**config.mk**
```make
export PLATFORM = sky130hd
export DESIGN_NAME = alu_mul_seq
export DESIGN_NICKNAME = d
export VERILOG_FILES = /design/src/rtl/alu_pkg.sv /design/src/rtl/alu.sv /design/src/rtl/alu_mul_seq.sv
export SDC_FILE = /design/constraint.sdc
export NUM_CORES = 1
export LEC_CHECK = 0
export BUFFER_PORTS_ARGS = -buffer_cell sky130_fd_sc_hd__buf_2
export CELL_PAD_IN_SITES_DETAIL_PLACEMENT = 1
export CELL_PAD_IN_SITES_GLOBAL_PLACEMENT = 2
export CORE_ASPECT_RATIO = 1.4
export CORE_MARGIN = 2
export CORE_UTILIZATION = 38
export CTS_BUF_LIST = sky130_fd_sc_hd__clkbuf_8
export CTS_CLUSTER_DIAMETER = 120
export CTS_CLUSTER_SIZE = 20
export DETAILED_ROUTE_END_ITERATION = 16
export GPL_TIMING_DRIVEN = 0
export PLACE_DENSITY = 0.87
export SETUP_SLACK_MARGIN = 0.5
export SYNTH_ARGS = -nofsm -noshare
export SYNTH_HDL_FRONTEND = slang
export SYNTH_HIERARCHICAL = 1
export SYNTH_SLANG_ARGS = --single-unit
```
**constraint.sdc**
```tcl
create_clock -name clk -period 8.1 [get_ports clk]
set_clock_uncertainty 0.05 [all_clocks]
set_input_delay 0.81 -clock clk [delete_from_list [all_inputs] [get_ports clk]]
set_output_delay 0.81 -clock clk [all_outputs]
set_load 0.01 [all_outputs]
```
**src/rtl/alu_pkg.sv**
```systemverilog
// Shared types for the sequential shift-add multiplier: FSM state encoding
// and the select codes understood by the team ALU.
package alu_pkg;

  typedef enum logic [2:0] {
    S_IDLE,
    S_ADD,
    S_SHL,
    S_SHR,
    S_DONE
  } state_t;

  localparam logic [3:0] ALU_ADD    = 4'b0001;
  localparam logic [3:0] ALU_SHL    = 4'b0011;
  localparam logic [3:0] ALU_SHR    = 4'b0100;
  localparam logic [3:0] ALU_PASS_A = 4'b1000;

endpackage

```
**src/rtl/alu.sv**
```systemverilog
// Team ALU: one adder and one barrel shifter behind a select code, with
// zero/negative/overflow flags on the result.
module ALU
  import alu_pkg::*;
#(
  parameter int N = 32
) (
  input  logic [N-1:0] a,
  input  logic [N-1:0] b,
  input  logic [3:0]   sel,
  output logic [N-1:0] y,
  output logic         z,
  output logic         n,
  output logic         v
);

  always_comb begin
    // NOTE: every output gets a default first so no path can infer a latch.
    y = '0;
    v = 1'b0;
    case (sel)
      ALU_ADD: begin
        y = a + b;
        v = (a[N-1] == b[N-1]) && (y[N-1] != a[N-1]);
      end
      ALU_SHL:    y = a << b;
      ALU_SHR:    y = a >> b;
      ALU_PASS_A: y = a;
      default:    y = '0;
    endcase
    z = (y == '0);
    n = y[N-1];
  end

endmodule

```
**src/rtl/alu_mul_seq.sv**
```systemverilog
// Sequential N x N -> N multiplier: shift-add over three states per
// multiplier bit, with every add and shift routed through one shared ALU.
module alu_mul_seq
  import alu_pkg::*;
#(
  parameter int N = 32
) (
  input  logic         clk,
  input  logic         rst_n,
  input  logic         start,
  input  logic [N-1:0] op_a,
  input  logic [N-1:0] op_b,
  output logic         ready,
  output logic         busy,
  output logic         done,
  output logic [N-1:0] result,
  output logic         zero
);

  localparam logic [N-1:0] ONE = {{(N-1){1'b0}}, 1'b1};

  state_t       r_state;
  logic [N-1:0] r_acc;
  logic [N-1:0] r_mcand;
  logic [N-1:0] r_mult;
  logic [N-1:0] r_result;
  logic         r_zero;
  logic         r_ready;
  logic         r_busy;
  logic         r_done;

  logic [N-1:0] w_alu_a;
  logic [N-1:0] w_alu_b;
  logic [3:0]   w_alu_sel;
  logic [N-1:0] w_alu_y;
  logic         w_alu_z;
  logic         w_alu_n;
  logic         w_alu_v;
  logic         w_unused_flags;

  // Operand routing into the shared ALU; the z flag after SHR tells us the
  // multiplier has no set bits left.
  always_comb begin
    w_alu_a   = r_acc;
    w_alu_b   = r_mcand;
    w_alu_sel = ALU_PASS_A;
    case (r_state)
      S_ADD: begin
        w_alu_a   = r_acc;
        w_alu_b   = r_mcand;
        w_alu_sel = r_mult[0] ? ALU_ADD : ALU_PASS_A;
      end
      S_SHL: begin
        w_alu_a   = r_mcand;
        w_alu_b   = ONE;
        w_alu_sel = ALU_SHL;
      end
      S_SHR: begin
        w_alu_a   = r_mult;
        w_alu_b   = ONE;
        w_alu_sel = ALU_SHR;
      end
      default: begin
        w_alu_a   = r_acc;
        w_alu_b   = r_mcand;
        w_alu_sel = ALU_PASS_A;
      end
    endcase
  end

  ALU #(N) u_alu (
    .a   (w_alu_a),
    .b   (w_alu_b),
    .sel (w_alu_sel),
    .y   (w_alu_y),
    .z   (w_alu_z),
    .n   (w_alu_n),
    .v   (w_alu_v)
  );

  assign w_unused_flags = w_alu_n ^ w_alu_v;

  // NOTE: non-blocking assignments so every branch reads pre-edge register values.
  always_ff @(posedge clk) begin
    if (!rst_n) begin
      r_state  <= S_IDLE;
      r_acc    <= '0;
      r_mcand  <= '0;
      r_mult   <= '0;
      r_result <= '0;
      r_zero   <= 1'b0;
      r_ready  <= 1'b1;
      r_busy   <= 1'b0;
      r_done   <= 1'b0;
    end else begin
      r_ready <= 1'b0;
      r_busy  <= 1'b0;
      r_done  <= 1'b0;
      case (r_state)
        S_IDLE: begin
          if (start) begin
            r_acc   <= '0;
            r_mcand <= op_a;
            r_mult  <= op_b;
            if (op_b == '0) begin
              r_state  <= S_DONE;
              r_done   <= 1'b1;
              r_result <= '0;
              r_zero   <= 1'b1;
            end else begin
              r_state <= S_ADD;
              r_busy  <= 1'b1;
            end
          end else begin
            r_ready <= 1'b1;
          end
        end
        S_ADD: begin
          r_acc   <= w_alu_y;
          r_state <= S_SHL;
          r_busy  <= 1'b1;
        end
        S_SHL: begin
          r_mcand <= w_alu_y;
          r_state <= S_SHR;
          r_busy  <= 1'b1;
        end
        S_SHR: begin
          r_mult <= w_alu_y;
          if (w_alu_z) begin
            // acc was finalised by the preceding ADD, so it is the product.
            r_state  <= S_DONE;
            r_done   <= 1'b1;
            r_result <= r_acc;
            r_zero   <= (r_acc == '0);
          end else begin
            r_state <= S_ADD;
            r_busy  <= 1'b1;
          end
        end
        S_DONE: begin
          r_state <= S_IDLE;
          r_ready <= 1'b1;
        end
        default: begin
          r_state <= S_IDLE;
          r_ready <= 1'b1;
        end
      endcase
    end
  end

  assign ready  = r_ready;
  assign busy   = r_busy;
  assign done   = r_done;
  assign result = r_result;
  assign zero   = r_zero;

endmodule

```
After elaboration in Yosys (flattened, before gate mapping)
Cells that the tools add are included.
Cells by class
  $add $sub $neg: 1
  equal/unequal tests: 10
  shift-type cells: 2
  mux-type cells: 33
  reduce and logical (&&, ||, !) cells: 14
Operators with widths (count)
  32-bit case mux with 2 select lines: 5
  32-bit 2-to-1 mux: 7
  32-bit case mux with 4 select lines: 1
  32-bit zero test: 3
  32-bit adder: 1
  32-bit by 32-bit << shifter with 32-bit output: 1
  32-bit by 32-bit right shift with 32-bit output: 1
  3-bit case mux with 4 select lines: 1
  4-bit case mux with 3 select lines: 1
  1-bit 2-to-1 mux: 10
  3-bit 2-to-1 mux: 3
  3-bit by 2-bit == test with 1-bit output, second input constant: 2
  1-bit case mux with 2 select lines: 3
  2-bit AND reduction: 3
  2-bit nonzero test: 3
  4-bit by 1-bit == test with 1-bit output, second input constant: 1
  4-bit by 2-bit == test with 1-bit output, second input constant: 1
  4-bit by 3-bit == test with 1-bit output, second input constant: 1
  4-bit == test, second input constant: 1
  4-bit 2-to-1 mux: 1
  2-bit inequality test, second input constant: 2
  4-bit AND reduction: 1
  2-bit OR reduction: 2
  3-bit by 1-bit == test with 1-bit output, second input constant: 1
  other kinds (4): 4
Storage, ports and cells
  register bits: 135
  bits of input ports: 67
  output and inout bits: 36

Depth between registers and ports, before layout
Gate-level depths: netlist (run 1).
  depth after elaboration: 8
  gate-level depth with buffers: 26
  gate-level depth less buffers: 19

Hierarchy
The synthesis (run 1) kept the hierarchy.
By module, submodules not included
  alu_mul_seq: times used 1, cells an instance 780, area an instance 6533.8 um^2, seq. area each 2702.6 um^2
  ALU: times used 1, cells an instance 850, area an instance 6303.5 um^2, seq. area each 0.0 um^2

Worst setup path after synthesis (run 1)
Ideal clock, no wire load.
  path type: reg2reg
  from: reg r_state[2]
  to: reg r_result[12], in the netlist result[12]
  data arrival time: 6149 ps
  required time: 7959 ps
  path slack: 1810 ps
  stages on the path, launching flop included: 26
  clock period less this slack: 6290 ps
  cell sequence: dfxtp_1 > buf_6 > nand2b_1 > buf_2 > clkbuf_1 > and2_1 > clkinv_1 > buf_2 > buf_1 > clkbuf_1 > fa_1 > nand2b_1 > a21o_1 > a211oi_1 > o211ai_1 > and3_1 > o21ai_0 > nand4_1 > or4b_2 > or4_1 > nor4_2 > and4b_1 > buf_2 > buf_2 > nand2_1 > a311oi_1
On the way
  longest elaborated chain between the ends: 8
Ends and longest elaborated chain
  start: declaration: RTL line alu_mul_seq.sv:22  | state_t r_state;
  start signal: assignment: RTL line alu_mul_seq.sv:86  | r_state <= S_IDLE;
  start signal: assignment: RTL line alu_mul_seq.sv:106  | r_state <= S_DONE;
  start signal: assignment: RTL line alu_mul_seq.sv:111  | r_state <= S_ADD;
  3-bit by 2-bit == test with 1-bit output: RTL line alu_mul_seq.sv:47  | case (r_state)
  2-bit OR reduction (no source line) *
  32-bit 2-to-1 mux *: RTL line alu_mul_seq.sv:47
  net w_alu_b[1]: RTL line alu_mul_seq.sv:33  | logic [N-1:0] w_alu_b;
  32-bit adder, or another cell as far along: RTL line alu.sv:23  | y = a + b;
  32-bit case mux with 4 select lines *: RTL line alu.sv:21  | case (sel)
  net w_alu_y[16]: RTL line alu_mul_seq.sv:35  | logic [N-1:0] w_alu_y;
  32-bit zero test *: RTL line alu.sv:31  | z = (y == '0);
  net w_alu_z: RTL line alu_mul_seq.sv:36  | logic w_alu_z;
  2-bit by 1-bit inequality test with 1-bit output (no source line) *
  4-bit AND reduction (no source line) *
  end signal: assignment: RTL line alu_mul_seq.sv:134  | r_result <= r_acc;
  end: declaration: RTL line alu_mul_seq.sv:26  | logic [N-1:0] r_result;
The timed path passes the listed nets; every way through them passes the cells marked *.
A chain may end at the register's enable or synchronous reset.

Worst setup path after layout (run 1)
  from: reg r_state[2]
  to: reg r_result[23], in the netlist result[23]
On the way
  longest elaborated chain between the ends: 8
Ends and longest elaborated chain (RTL line)
  3-bit by 2-bit == test with 1-bit output: alu_mul_seq.sv:47
  2-bit OR reduction (no source line) *
  32-bit 2-to-1 mux *: alu_mul_seq.sv:47
  net w_alu_b[2]: alu_mul_seq.sv:33
  32-bit by 32-bit right shift with 32-bit output / 32-bit by 32-bit << shifter with 32-bit output (equally long branches): alu.sv:27, alu.sv:26
  32-bit case mux with 4 select lines *: alu.sv:21
  net w_alu_y[1]: alu_mul_seq.sv:35
  32-bit zero test *: alu.sv:31
  net w_alu_z: alu_mul_seq.sv:36
  2-bit by 1-bit inequality test with 1-bit output (no source line) *
  4-bit AND reduction (no source line) *
Marks and branches as above.

==> out/qor.txt, run 1 <==
outcome - finished, final reports clean
most frequent cells in the layout - nand2_1 (191), nor2_1 (170), buf_2 (138), dfxtp_1 (134), mux2i_1 (124)
period utilization - 94.1%
final setup violating endpoints - 0
Die H - 221 um
Final Wtd Congestion - 1.03
Clk pin slew, worst setup/hold paths - 80 ps
Setup CP Type - reg2reg
P&R area growth vs syn - 14.3%
RSZ-0062 raised after global routing - false
CP required - 8430 ps
DIE WIDTH - 159 um
Tmin final - 7620 ps
worst skew pair latency - 480 ps
I/O Buffers - 102
CP max stage cell - nor2_1
I/O pin count - 103
Remaining Overflow, GRT - 0
Syn. warnings - 6
Routed Antenna Nets - 0
footprint of the multi-input gates - 9440 um2
largest net degree at the start of global routing - 17
Post-DP Area - 14000 um2
Max stage delay on crit path - 670 ps
worst-margin pin slew - 1430 ps
Vias per Instance - 6.59
CTS tree - built
Total Power - 2.49 mW
final hold viol count - 0
syn_area_per_cell - 7.89 um2
row count - 79
most common cell after layout, fill and taps aside - nand2_1
# DRC - 0
drt total wl - 67100 um
antenna violations before repair - 2
Power per Cell Area - 170 nW/um2
design area - 14600 um2
H-tree depth - 4
clk root buf - clkbuf_8
nature of the critical path startpoint - register
Fillers - 4163
Place WS - -1330 ps
Synth Instances - 1623
flop-to-flop setup slack - 480 ps
GRT Overall Usage - 37.4%
Num CTS Buffers - 17
number of max-cap violations - 0
WL/cell - 30.2 um
initial core utilization - 38.5%
TritonRoute pass-1 iters - 6
Crit. End Element - register
Die Area - 35200 um2
routed vias - 14.6k
CTS max path bufs - 2
number of global-route vias before repair - 15.4k
Core Box Area - 33200 um2
maximum VDD drop - 0.132 mV
Mapped Area - 12800 um2
First DRT Iteration DRCs - 1082
Nets - 1862
Cell Chain, Critical Path - buf_6 -> nand2b_1 -> clkbuf_4 -> buf_4 -> and2_1 -> buf_2 -> buf_2 -> buf_2 -> nor2_1 -> o211a_1 -> a2111oi_0 -> o311ai_0 -> o2111ai_1 -> or4_1 -> nor4_2 -> nand4b_1 -> or4_1 -> nor4_4 -> buf_4 -> and4b_1 -> clkbuf_4 -> clkbuf_4 -> nand2_1 -> a311oi_1
leakage dissipation - 5.38 nW
first-pass GRT wire length - 99200 um
crit path max fanout - 10
HP Class - reg2reg
Reg area - 2700 um2
CP arrival - 7950 ps
# clock sinks - 135
syn nets - 1722
slew margin rel. - 3.88%
final setup margin - 476 ps
Final HPWL DP - 54500 um
Final Max Tran Viols - 0
Fmax achieved - 131 MHz
layout cells sized above 1 - 18.7%
-- report_power, final --
group	switching, mW	internal [mW]	leakage [nW]
sequential	0.0406	0.717	1.10
clock	0.295	0.315	0.207
combinational	0.748	0.376	4.07
total	1.08	1.41	5.38
-- flip-flops by register name, indices dropped and copies added, names as in the netlist --
register / cells
r_acc: 32
r_mcand: 32
r_mult: 32
result: 32
r_state: 3
busy: 1
done: 1
ready: 1
zero: 1
-- worst paths after layout --
path                                 start          to  cells after the start
worst max register to register  r_state[2]  result[23]                     24
worst max-delay path            r_state[2]  result[23]                     24
worst min register to register  r_mult[13]  r_mult[13]                      2
worst min-delay path            r_mult[13]  r_mult[13]                      2
-- per-layer routing --
metal / wire length (um) / part of all wire, % / GRT usage (%) / up-vias
li1: - / - / - / 6490
met1: 24200 / 36 / 39.1 / 7223
met2: 33200 / 49 / 66.2 / 643
met3: 3430 / 5.1 / 5.83 / 285
met4: 6230 / 9.3 / 30.1 / 2
met5: 13 / 0.019 / 0 / -
-- layout make-up --
type	count	share of cell area, %
Clock buffer	18	1.69
Inverter	18	0.470
Sequential cell	135	18.5
Clock inverter	14	1.17
Antenna cell	1	0.0171
Buffer	146	5.31
Multi-Input combinational cell	1324	64.6
Timing Repair Buffer	121	4.47
Tap cell	445	3.81
-- metrics by stage --
step / util (%) / hold slack, ps / std cells / TNS (ps)
after global routing: 44.0 / 471 / 2222 / 0
after global placement: 41.7 / 439 / 2170 / -42190
final: 44.0 / 456 / 2222 / 0
after floorplan: - / 428 / 1623 / 0
after CTS: 43.8 / 458 / 2219 / 0
after detailed placement: 42.1 / 447 / 2184 / -45200
-- critical path, delay by kind of cell, from the launching register on --
| family | cells | cell delay, ps |
|---|---|---|
| compound gates | 5 | 1800 |
| buf+inv | 9 | 1960 |
| flops | 1 | 310 |
| simple gates | 10 | 3360 |
-- timing repair --
action,in CTS,in global routing
hold buffers,0,0
setup endpoints to repair,37,35
setup buffers,3,2
gates resized for setup,37,26
pin swaps,3,3
Note: power is estimated with default switching activity, not from simulation.
==> run 2: changes to the inputs <==
--- a/config.mk
+++ b/config.mk
@@ -8,7 +8,7 @@
 export BUFFER_PORTS_ARGS = -buffer_cell sky130_fd_sc_hd__buf_2
 export CELL_PAD_IN_SITES_DETAIL_PLACEMENT = 1
 export CELL_PAD_IN_SITES_GLOBAL_PLACEMENT = 2
-export CORE_ASPECT_RATIO = 1.4
+export CORE_ASPECT_RATIO = 0.8
 export CORE_MARGIN = 2
 export CORE_UTILIZATION = 38
 export CTS_BUF_LIST = sky130_fd_sc_hd__clkbuf_8
==> run 2 against run 1 <==
  * Utilization down 0.36 points
  * Global-route usage fell by 0.46 points
  * Via count increased by 2.2%
  * Sequential power is essentially flat
  * Non-clock buffer count increased by 2
  * Combinational power about the same
  * Sequential cell count is the same
  * Wire length decreased by 1.8%
==> out/qor.txt, run 2 (synthesized netlist as in run 1, its figures left out) <==
outcome - finished, final reports clean (unchanged)
final setup violating endpoints - 0 (unchanged)
leakage dissipation - 5.41 nW (was 5.38 nW)
number of global-route vias before repair - 14.7k (was 15.4k)
Tmin final - 7450 ps (was 7620 ps)
drt total wl - 65800 um (was 67100 um)
crit path max fanout - 10 (unchanged)
Nets - 1864 (was 1862)
most frequent CP cell - clkbuf_4
design area - 14600 um2 (about the same)
layout cells sized above 1 - 18.6% (was 18.7%)
CP max stage cell - mux4_1 (was nor2_1)
CTS tree - built (unchanged)
# clock sinks - 135 (unchanged)
Ant. Diodes - 0 (was 1)
CTS max path bufs - 2 (unchanged)
WL met2 - 26700 um (was 33200 um)
wire length on met3 - 7180 um (was 3430 um)
I/O pin count - 103 (unchanged)
Setup CP Type - reg2reg (unchanged)
First DRT Iteration DRCs - 1741 (was 1082)
TritonRoute pass-1 iters - 5 (was 6)
worst-margin pin slew - 1430 ps (about the same)
WL/cell - 29.8 um (was 30.2 um)
Remaining Overflow, GRT - 0 (unchanged)
uppermost layer routed - met4 (was met5)
slew margin rel. - 4.02% (was 3.88%)
nature of the critical path startpoint - register (unchanged)
P&R area growth vs syn - 14.0% (was 14.3%)
period utilization - 91.9% (was 94.1%)
number of max-cap violations - 0 (unchanged)
Fillers - 4129 (was 4163)
CP required - 8430 ps (about the same)
Routed Antenna Nets - 0 (unchanged)
worst skew pair latency - 480 ps (about the same)
Post-DP Area - 14000 um2 (about the same)
most frequent cells in the layout - nand2_1 (191), nor2_1 (170), buf_2 (138), dfxtp_1 (134), mux2i_1 (126) (was nand2_1 (191), nor2_1 (170), buf_2 (138), dfxtp_1 (134), mux2i_1 (124))
M1 WL - 30400 um (was 24200 um)
routed vias - 15.0k (was 14.6k)
DIE WIDTH - 209 um (was 159 um)
Reg area - 2700 um2 (unchanged)
Die H - 168 um (was 221 um)
Vias per Instance - 6.76 (was 6.59)
Cell Chain, Critical Path - buf_6 -> nand2b_1 -> buf_4 -> clkbuf_4 -> buf_2 -> nand2_1 -> o21ai_1 -> buf_4 -> mux4_1 -> mux2_2 -> a32o_1 -> o21ai_1 -> o2111ai_4 -> or4_1 -> nor4_2 -> nand4b_1 -> or4_1 -> nor4_4 -> and4b_1 -> clkbuf_4 -> clkbuf_4 -> nand2_1 -> a311oi_1 (was buf_6 -> nand2b_1 -> clkbuf_4 -> buf_4 -> and2_1 -> buf_2 -> buf_2 -> buf_2 -> nor2_1 -> o211a_1 -> a2111oi_0 -> o311ai_0 -> o2111ai_1 -> or4_1 -> nor4_2 -> nand4b_1 -> or4_1 -> nor4_4 -> buf_4 -> and4b_1 -> clkbuf_4 -> clkbuf_4 -> nand2_1 -> a311oi_1)
Core Box Area - 33400 um2 (was 33200 um2)
final hold viol count - 0 (unchanged)
H-tree depth - 4 (unchanged)
antenna violations before repair - 0 (was 2)
Die Area - 35200 um2 (about the same)
# DRC - 0 (unchanged)
Place WS - -1240 ps (was -1330 ps)
Max stage delay on crit path - 640 ps (was 670 ps)
CP Buf/Inv Count - 7 (was 9)
Power per Cell Area - 172 nW/um2 (was 170 nW/um2)
Crit. End Element - register (unchanged)
HP Class - reg2reg (unchanged)
maximum VDD drop - 0.104 mV (was 0.132 mV)
clk root buf - clkbuf_8 (unchanged)
Top delay family on crit path - simple AND/OR/NAND/NOR gates (unchanged)
Fmax achieved - 134 MHz (was 131 MHz)
CP arrival - 7770 ps (was 7950 ps)
Final Max Tran Viols - 0 (unchanged)
initial core utilization - 38.3% (was 38.5%)
first-pass GRT wire length - 96600 um (was 99200 um)
RSZ-0062 raised after global routing - false (unchanged)
largest net degree at the start of global routing - 17 (unchanged)
Final HPWL DP - 52900 um (was 54500 um)
footprint of the multi-input gates - 9420 um2 (was 9440 um2)
Final Wtd Congestion - 0.991 (was 1.03)
most common cell after layout, fill and taps aside - nand2_1 (unchanged)
GRT Overall Usage - 36.9% (was 37.4%)
Num CTS Buffers - 17 (unchanged)
Clk pin slew, worst setup/hold paths - 90 ps (was 80 ps)
row count - 60 (was 79)
I/O Buffers - 102 (unchanged)
final setup margin - 655 ps (was 476 ps)
==> run 2: cell types whose count changed in the layout (fill, tap and decap cells not counted), sizes merged <==
cell,delta
inv,-3
clkbuf,+6
clkinv,+2
buf,-3
diode,-1
==> run 2: cell type report <==
type / instances / area share [%]
multi-input cells: 1324 / 64.5
repair buffers: 123 / 4.56
clock inverters: 13 / 1.05
well taps: 434 / 3.72
flip-flops and latches: 135 / 18.5
inverters: 18 / 0.472
clock buffers: 19 / 1.79
plain buffers: 146 / 5.33
==> run 2: worst paths after layout <==
| kind | startpoint | end | slack (ps) | depth (start not counted) |
|---|---|---|---|---|
| setup reg to reg | r_state[2] | result[25] | 650 | 23 |
| hold reg to reg | r_mult[2] | r_mult[2] | 450 | 2 |
| hold / removal | r_mult[2] | r_mult[2] | 450 | 2 |
| setup / recovery | r_state[2] | result[25] | 650 | 23 |
==> run 2: repair_timing <==
action | in CTS | in global routing
gates resized for setup | 30 | 25
setup buffers | 3 | 3
hold buffers | 0 | 0
setup endpoints to repair | 37 | 35
pin swaps | 3 | 3
==> run 2: power breakdown <==
part           switching, mW  leakage [nW]  internal, mW
Sequential            0.0404          1.10         0.717
Clock                  0.295         0.209         0.318
Combinational          0.769          4.09         0.370
Total                   1.10          5.41          1.41
==> run 2: through the flow <==
stage / hold WS (ps) / power (mW) / utilization [%] / cells / TNS, ps
floorplan: 428 / 1.45 / - / 1623 / 0
global placement: 440 / 1.81 / 41.5 / 2159 / -42200
detailed placement: 447 / 1.83 / 41.8 / 2172 / -40540
CTS: 457 / 2.45 / 43.4 / 2207 / 0
global route: 480 / 2.61 / 43.7 / 2212 / 0
finish: 454 / 2.51 / 43.7 / 2212 / 0
==> run 2: metal layers <==
metal,track usage [%],up-vias
li1,-,6510
met2,52.0,821
met1,54.6,7512
met3,10.8,116
met4,8.98,0
met5,0,-
==> run 2: worst reg2reg max path, stage by stage, from the launching register on <==
cell and delay, ps:
dfxtp_1 310, buf_6 140, nand2b_1 210, buf_4 220, clkbuf_4 220, buf_2 240, nand2_1 120, o21ai_1 300
buf_4 310, mux4_1 650, mux2_2 380, a32o_1 270, o21ai_1 440, o2111ai_4 310, or4_1 610, nor4_2 330
nand4b_1 140, or4_1 600, nor4_4 400, and4b_1 270, clkbuf_4 230, clkbuf_4 240, nand2_1 80, a311oi_1 290
==> run 3: changes to the inputs <==
--- a/config.mk
+++ b/config.mk
@@ -5,18 +5,19 @@
 export SDC_FILE = /design/constraint.sdc
 export NUM_CORES = 1
 export LEC_CHECK = 0
+export ABC_AREA = 1
 export BUFFER_PORTS_ARGS = -buffer_cell sky130_fd_sc_hd__buf_2
 export CELL_PAD_IN_SITES_DETAIL_PLACEMENT = 1
 export CELL_PAD_IN_SITES_GLOBAL_PLACEMENT = 2
 export CORE_ASPECT_RATIO = 0.8
 export CORE_MARGIN = 2
-export CORE_UTILIZATION = 38
+export CORE_UTILIZATION = 32
 export CTS_BUF_LIST = sky130_fd_sc_hd__clkbuf_8
 export CTS_CLUSTER_DIAMETER = 120
 export CTS_CLUSTER_SIZE = 20
 export DETAILED_ROUTE_END_ITERATION = 16
 export GPL_TIMING_DRIVEN = 0
-export PLACE_DENSITY = 0.87
+export PLACE_DENSITY = 0.86
 export SETUP_SLACK_MARGIN = 0.5
 export SYNTH_ARGS = -nofsm -noshare
 export SYNTH_HDL_FRONTEND = slang
==> run 3 against run 2 <==
  * Area after synthesis grew 2.2%
  * Hold slack lost 34 ps
  * Synthesized cell count grew 49%
  * Sequential cell count is the same
  * Utilization shrank 7.2 points
  * Sequential power grew 14%
  * First-iteration DRC count grew 27%
  * Final cell count grew 40%
  * Die area grew 21%
  * Highest routed layer unchanged
==> out/qor.txt, run 3 <==
Nets - 2633 (was 1864)
hold path cells - 2 (unchanged)
Mapped Area - 13100 um2 (was 12800 um2)
row count - 66 (was 60)
slew margin rel. - 11.1% (was 4.02%)
Worst Hold Launch - r_acc[25] (was r_mult[2])
Tmin final - 6890 ps (was 7450 ps)
Crit. End Element - register (unchanged)
Clk pwr share - 13.1% (was 24.5%)
most common cell after layout, fill and taps aside - nand2_1 (unchanged)
First DRT Iteration DRCs - 2216 (was 1741)
TritonRoute pass-1 iters - 5 (unchanged)
Fin Setup TNS - 0 ps (unchanged)
crit path max fanout - 10 (unchanged)
Vias per Instance - 5.79 (was 6.76)
antenna violations before repair - 1 (was 0)
Die H - 185 um (was 168 um)
routed vias - 17.9k (was 15.0k)
drt total wl - 78700 um (was 65800 um)
syn nets - 2512 (was 1722)
Syn. warnings - 6 (unchanged)
CP arrival - 7250 ps (was 7770 ps)
maximum VDD drop - 0.171 mV (was 0.104 mV)
most frequent CP cell - nand2_1 (was clkbuf_4)
I/O Buffers - 102 (unchanged)
Core Box Area - 40500 um2 (was 33400 um2)
I/O pin count - 103 (unchanged)
Synth Instances - 2413 (was 1623)
Clk pin slew, worst setup/hold paths - 90 ps (about the same)
Die Area - 42500 um2 (was 35200 um2)
H-tree depth - 4 (unchanged)
Routed Antenna Nets - 0 (unchanged)
clk root buf - clkbuf_8 (unchanged)
combinational share of power - 70.5% (was 45.4%)
worst-margin pin slew - 1320 ps (was 1430 ps)
WL/cell - 25.5 um (was 29.8 um)
Reg-to-Reg Start - r_state[1] (was r_state[2])
# DRC - 0 (unchanged)
CP required - 8460 ps (was 8430 ps)
P_sw - 3.21 mW (was 1.10 mW)
flop-to-flop setup slack - 1210 ps (was 650 ps)
period utilization - 85.1% (was 91.9%)
Place WS - 1350 ps (was -1240 ps)
number of max-cap violations - 0 (unchanged)
cts hold-fix bufs - 0 (unchanged)
P&R area growth vs syn - 12.7% (was 14.0%)
Total Power - 5.26 mW (was 2.51 mW)
Setup CP Type - reg2reg (unchanged)
Setup Fix Bufs, Post-CTS - 0 (was 3)
Fmax achieved - 145 MHz (was 134 MHz)
CTS max path bufs - 2 (unchanged)
Final Wtd Congestion - 1.08 (was 0.991)
worst skew pair latency - 480 ps (about the same)
layout cells sized above 1 - 8.83% (was 18.6%)
largest net degree at the start of global routing - 17 (unchanged)
final hold viol count - 0 (unchanged)
R2R depth - 34 (was 23)
GRT Overall Usage - 36.2% (was 36.9%)
switch share - 61.1% (was 44.0%)
number of global-route vias before repair - 17.0k (was 14.7k)
HP Class - reg2reg (unchanged)
Final Max Tran Viols - 0 (unchanged)
Power per Cell Area - 357 nW/um2 (was 172 nW/um2)
Max stage delay on crit path - 650 ps (was 640 ps)
syn_area_per_cell - 5.42 um2 (was 7.89 um2)
nature of the critical path startpoint - register (unchanged)
sequential share of power - 16.4% (was 30.2%)
Remaining Overflow, GRT - 0 (unchanged)
Internal Pwr Total - 2.05 mW (was 1.41 mW)
DIE WIDTH - 230 um (was 209 um)
Final HPWL DP - 66300 um (was 52900 um)
CTS tree - built (unchanged)
leakage dissipation - 6.96 nW (was 5.41 nW)
outcome - finished, final reports clean (unchanged)
CP max stage cell - buf_1 (was mux4_1)
RSZ-0062 raised after global routing - false (unchanged)
first-pass GRT wire length - 113000 um (was 96600 um)
Num CTS Buffers - 17 (unchanged)
final setup violating endpoints - 0 (unchanged)
initial core utilization - 32.3% (was 38.3%)
number of gates resized after cts - 0 (was 30)
most frequent cells in the layout - nand2_1 (799), nand3_1 (329), nor2_1 (243), inv_1 (209), a21oi_1 (196) (was nand2_1 (191), nor2_1 (170), buf_2 (138), dfxtp_1 (134), mux2i_1 (126))
reg-to-reg critical path endpoint - result[26] (was result[25])
# clock sinks - 135 (unchanged)
final setup margin - 1210 ps (was 655 ps)
Hold EP - r_acc[25] (was r_mult[2])
-- run 3: cell types whose count changed in the layout (fill, tap and decap cells not counted), moves of 30 or more --
cell	delta
nand2_1	+608
nand3_1	+305
inv_1	+193
mux2i_1	-126
a21oi_1	+125
nor2_1	+73
a311oi_1	-65
o21ai_0	+59
a211oi_1	-52
a22oi_1	-41
and2_1	-37
mux4_2	-36
nand4_1	+33
o221ai_1	+30
-- run 3: power by group through the flow --
stage          registers, mW  clock network, mW  logic, mW
2_1_floorplan          0.871                  0       2.14
3_3_place_gp           0.869                  0       3.48
3_5_place_dp           0.874                  0       3.51
4_1_cts                0.860              0.696       3.53
5_1_grt                0.874              0.724       3.93
6_report               0.861              0.692       3.71
-- run 3: per-stage QoR --
stage               util, %  instance area [um2]  instances  hold WS (ps)
finish                 36.4                14700       3092           420
global route           36.4                14700       3091           430
detailed placement     35.3                14300       3059           406
CTS                    36.4                14700       3091           418
floorplan                 -                13100       2413           389
global placement       35.3                14300       3059           396
-- run 3: layout make-up --
cell class                      count  area, um2
Inverter                          223        837
Clock buffer                       20        275
Timing Repair Buffer              102        510
Fill cell                        5692      25700
Sequential cell                   135       2700
Antenna cell                        1       2.50
Multi-Input combinational cell   1906       8870
Tap cell                          544        681
Buffer                            149        667
Clock inverter                     12        198
-- run 3: how the worst max path moves through the flow --
stage	from	to	slack [ps]	cells past startpoint
5_1_grt	r_state[1]	result[28]	700	34
4_1_cts	r_state[1]	result[28]	1310	34
6_report	r_state[1]	result[26]	1210	34
2_1_floorplan	r_state[2]	result[13]	3910	33
3_3_place_gp	r_state[2]	result[28]	1410	33
3_5_place_dp	r_state[2]	result[28]	1350	33
-- run 3: metal layers --
metal | global-route usage (%) | up-vias | routed length (um) | share of wire [%]
met4 | 6.55 | 0 | 1190 | 1.5
met5 | 0 | - | 0 | 0
met2 | 50.6 | 865 | 30600 | 39
met1 | 55.6 | 8805 | 38600 | 49
li1 | - | 8150 | - | -
met3 | 8.67 | 95 | 8410 | 11
-- run 3: worst max-delay path: cells and delay by family, from the launching register on --
| family | cells | cell delay [ps] |
|---|---|---|
| compound gates | 2 | 250 |
| simple gates | 22 | 3080 |
| fa+ha+maj | 1 | 310 |
| buf+inv | 9 | 2720 |
| flops | 1 | 360 |
